$ cat src/rtl/usb_write_pkg.sv
// Shared definitions for the FX2 slave-FIFO streaming writer.
package usb_write_pkg;

  // Writer FSM states
  typedef enum logic [1:0] {
    IDLE  = 2'd0,
    CHECK = 2'd1,
    WRITE = 2'd2
  } state_t;

  // EP6 IN endpoint select on FIFOADR
  localparam logic [1:0] EP6_ADDR = 2'b10;

  // Words in one 512-byte high-speed packet
  localparam int EP_PKT_WORDS = 256;

  // Next value of the 16-bit test pattern (wraps FFFF -> 0000)
  function automatic logic [15:0] next_word(input logic [15:0] w);
    return w + 16'd1;
  endfunction

endpackage

$ cat src/rtl/usb_write.sv
// Streaming writer for a Cypress FX2 slave FIFO in synchronous mode.
// Pushes an incrementing 16-bit pattern into the IN endpoint whenever the
// FIFO reports space, with a forced gap every BURST_LEN words.
// Optional build macro: USB_WRITE_FLAGA_GATE_EN -- when defined, FLAGA must
// also be high for a write to be issued; otherwise FLAGA is ignored.
module usb_write
  import usb_write_pkg::*;
#(
  parameter logic [1:0]  FIFO_ADDR = EP6_ADDR,
  parameter logic [15:0] DATA_INIT = 16'h0000,
  parameter int          BURST_LEN = EP_PKT_WORDS
) (
  input  logic        CLKOUT,
  input  logic        rst_n,
  input  logic        FLAGD,
  input  logic        FLAGA,
  output logic        SLWR,
  output logic        SLRD,
  output logic        SLOE,
  output logic        IFCLK,
  output logic [1:0]  FIFOADR,
  output logic [15:0] FD
);

  localparam int BW = $clog2(BURST_LEN + 1);
  localparam logic [BW-1:0] BURST_MAX = BURST_LEN[BW-1:0];
  localparam logic [BW-1:0] BURST_ONE = {{(BW-1){1'b0}}, 1'b1};

  state_t        state_reg, state_next;
  logic          slwr_reg, slwr_next;
  logic [15:0]   fd_reg, fd_next;
  logic [15:0]   cnt_reg, cnt_next;    // next unsent pattern word
  logic [BW-1:0] burst_reg, burst_next; // words presented in current burst
  logic          ok;

`ifdef USB_WRITE_FLAGA_GATE_EN
  assign ok = FLAGD & FLAGA;
`else
  logic unused_flaga;
  assign unused_flaga = FLAGA;
  assign ok = FLAGD;
`endif

  // Fixed interface signals: read side idle, clock forwarded straight through
  assign SLRD    = 1'b1;
  assign SLOE    = 1'b1;
  assign IFCLK   = CLKOUT;
  assign FIFOADR = FIFO_ADDR;
  assign SLWR    = slwr_reg;
  assign FD      = fd_reg;

  // State and registered outputs; FD and SLWR come from the same stage
  always_ff @(posedge CLKOUT or negedge rst_n) begin
    if (!rst_n) begin
      state_reg <= IDLE;
      slwr_reg  <= 1'b1;
      fd_reg    <= DATA_INIT;
      cnt_reg   <= DATA_INIT;
      burst_reg <= '0;
    end else begin
      state_reg <= state_next;
      slwr_reg  <= slwr_next;
      fd_reg    <= fd_next;
      cnt_reg   <= cnt_next;
      burst_reg <= burst_next;
    end
  end

  // Next-state and next-output decode
  always_comb begin
    state_next = state_reg;
    slwr_next  = slwr_reg;
    fd_next    = fd_reg;
    cnt_next   = cnt_reg;
    burst_next = burst_reg;
    unique case (state_reg)
      IDLE: begin
        state_next = CHECK;
        slwr_next  = 1'b1;
      end
      CHECK: begin
        slwr_next = 1'b1;
        if (ok) begin
          // Present the next unsent word; it is accepted during that cycle
          state_next = WRITE;
          slwr_next  = 1'b0;
          fd_next    = cnt_reg;
          cnt_next   = next_word(cnt_reg);
          burst_next = burst_reg + BURST_ONE;
        end
      end
      WRITE: begin
        if (slwr_reg) begin
          // Burst gap cycle just went out; re-qualify in CHECK
          state_next = CHECK;
          slwr_next  = 1'b1;
        end else if (!ok) begin
          // Stall: FD holds, the boundary count still clears if reached
          state_next = CHECK;
          slwr_next  = 1'b1;
          if (burst_reg == BURST_MAX) begin
            burst_next = '0;
          end
        end else if (burst_reg == BURST_MAX) begin
          // Packet complete: one idle strobe cycle before CHECK
          slwr_next  = 1'b1;
          burst_next = '0;
        end else begin
          fd_next    = cnt_reg;
          cnt_next   = next_word(cnt_reg);
          burst_next = burst_reg + BURST_ONE;
        end
      end
      default: begin
        state_next = IDLE;
        slwr_next  = 1'b1;
      end
    endcase
  end

endmodule

$ cat config.mk
export PLATFORM = sky130hd
export DESIGN_NAME = usb_write
export DESIGN_NICKNAME = d
export VERILOG_FILES = /design/src/rtl/usb_write_pkg.sv /design/src/rtl/usb_write.sv
export SDC_FILE = /design/constraint.sdc
export NUM_CORES = 1
export LEC_CHECK = 0
export ABC_CLOCK_PERIOD_IN_PS = 2500
export CAP_MARGIN = 20
export CORE_MARGIN = 1
export CORE_UTILIZATION = 40
export DETAILED_ROUTE_END_ITERATION = 6
export MAX_ROUTING_LAYER = met4
export SETUP_SLACK_MARGIN = 0.02
export SLEW_MARGIN = 20
export SYNTH_ARGS = -nofsm -noshare
export SYNTH_HDL_FRONTEND = slang
export SYNTH_SLANG_ARGS = --single-unit
$ cat constraint.sdc
create_clock -name CLKOUT -period 2.5 [get_ports CLKOUT]
set_clock_uncertainty 0.15 [all_clocks]
set_input_delay 0.375 -clock CLKOUT [delete_from_list [all_inputs] [get_ports CLKOUT]]
set_output_delay 0.375 -clock CLKOUT [all_outputs]
set_load 0.01 [all_outputs]
==> results_dict.tcl <==
set metrics [dict create \
    tightest_slew_ns 0.5644 \
    startpoint_type "clock port" \
    drtPass1Iterations 4 \
    synthTopCellsByArea "dfrtp_1 (47%), mux2_2 (9.3%), xnor2_1 (5.7%)" \
    insertedDiodeCount 0 \
    pin_count 26 \
    fin_nets 235 \
    hold_violations 0 \
    synthAdderAreaFrac_pct 3.823 \
    syn_inst 200 \
    final_common_cell "dfrtp_1" \
    initialDrtViolationCount 96 \
    drive_gt1_share_pct 23.11 \
    holdWs_ns 0.3248 \
    final_area_um2 2701 \
    avgSynthCellArea_um2 11.45 \
    synth_ff_type "dfrtp_1" \
    setup_viol 0 \
    cts_setup_buffers 0 \
    met2_length_um 1722 \
    fp-row-count 27 \
    die_area_um2 6034 \
    final_core_util_pct 49.06 \
    hp-class "reg2reg" \
    fin_ws_ns 0.04283 \
    status "finished, final reports clean" \
    synth_top_cell_area_share_pct 46.97 \
    routedWlPerCell_um 13.62 \
    antenna_found_initial 0 \
    start_util_pct 41.60 \
    p_per_area_nw_per_um2 908.3 \
    post_drt_via_cell_ratio 5.155 \
    wl_met1_um 2070 \
    synth-edff-count 0 \
    place_area_um2 2529 \
    netlist_area_um2 2291 \
    gp_congestion 0.7618 \
    wl_met3_um 159 \
    synth-xor-area-share_pct 6.881 \
    yosys.cell_types.count 40 \
    synth_top_cell_by_area "dfrtp_1" \
    post_cts_resized 0 \
    drc_errors 0 \
    synth_top_family_by_area "compound AO/OA/AOI/OAI gates" \
    slew_headroom_pct 62.37 \
    num_vias 1531 \
    cp.arrival_ns 1.93 \
    numPortBuffers 20 \
    slew_viol_final 0 \
    yosys.area_share.simple_pct 12.02 \
    synth_compound_area_share_pct 12.94 \
    cts_hold_buf 1 \
    pre_cts_ws_ns 0.2762 \
    rsz0062_at_grt "false" \
    synth-seq-cells 44 \
    endpoint_kind "primary output" \
    peakVddDrop_mv 0.5759 \
    drt_wl_total_um 4046 \
    fp.dieW_um 77.68 \
    final.setup.tns_ns 0 \
    drv_cap 0 \
    coreArea_um2 5507 \
    grt_max_degree 45 \
    crit_path_max_fanout 2 \
    die_h_um 77.68 \
    route.top_layer_used "met4" \
    synthMuxAreaShare_pct 9.339 \
    ys_seq_area_share_pct 48.12 \
    grt_usage_pct 16.68 \
    cts_tree "done" \
    cp.required_ns 1.98 \
    p_leak_nw 1.162 \
    final_cell_mix "dfrtp_1 (43), mux2_2 (19), clkdlybuf4s50_1 (19)" \
    postRouteAntennaNets 0 \
    clkLatencyLatePin_ns 0.41 \
    grt_pass1_vias 1474 \
    yosysWarningCount 0 \
    clkTransAtPathRegs_ns 0.08 \
    async_flop_share_pct 100.0 \
    overflow 0 \
    crit_type "clk2out" \
    grt_pass1_wl_um 7176 \
    dp.final_hpwl_um 2574 \
    syn_to_final_growth_pct 17.91 \
]
-- kinds of logic (layout without fill, tap and decap cells) --
group,after synthesis,count (layout)
buf+inv,26,49
other cells,2,4
flops,44,44
mux,19,19
xor+xnor,18,18
fa+ha+maj,7,7
simple gates,47,47
compound gates,37,37
-- metrics by stage --
step	std cells	power (W)
detailed placement	285	0.001778
floorplan	202	0.001545
global route	297	0.002626
global placement	285	0.001757
CTS	297	0.002491
finish	297	0.002454
-- critical path, cell delays in order --
cell	delay (ns)
clkbuf_8	0.11
clkbuf_8	0.11
clkdlybuf4s50_1	0.46
-- power breakdown --
part | internal [W] | switching (W) | leakage [nW] | total (W)
registers | 0.000853 | 0.000139 | 0.571 | 0.000992
clock network | 0.000456 | 0.000283 | 0.0869 | 0.000739
logic | 0.000351 | 0.000372 | 0.504 | 0.000723
-- final timing paths --
| path | slack [ns] | from | cells past startpoint | end |
|---|---|---|---|---|
| setup / recovery | 0.04 | CLKOUT | 3 | IFCLK |
| hold / removal | 0.32 | cnt_reg[15] | 1 | cnt_reg[15] |
| setup reg to reg | 0.38 | state_reg[0] | 7 | FD[1] |
| hold reg to reg | 0.32 | cnt_reg[15] | 1 | cnt_reg[15] |
| max in group asynchronous | 1.39 | rst_n | 3 | SLWR |
| min in group asynchronous | 0.42 | rst_n | 3 | burst_reg[3] |
-- cells in the mapped netlist (2+ instances only) --
library cell,count
nor2_1,7
o21ai_2,2
and3_1,3
ha_1,7
nand2_1,6
buf_6,4
o21ai_0,4
buf_2,3
o211ai_2,5
nor2b_1,3
xor2_1,3
clkbuf_1,2
dfrtp_1,43
nand4_1,3
conb_1,2
nor3_1,6
inv_1,12
buf_4,5
a21oi_1,6
o211ai_1,6
xnor2_1,15
nand3_1,11
mux2_2,19
o2111ai_1,7
-- layout make-up --
type	count	area, µm²
clock buffers	10	133.9
multi-input cells	132	1046
inverters	12	45.04
flip-flops and latches	44	1102
well taps	72	90.09
repair buffers	25	245.2
fillers	514	2805
clock inverters	2	38.79
-- routing by layer --
layer	vias up	global-route usage, %
met5	-	-
met3	8	6.471
li1	749	-
met4	0	10.94
met1	751	21.97
met2	23	20.80
Note: power is estimated with default switching activity, not from simulation.
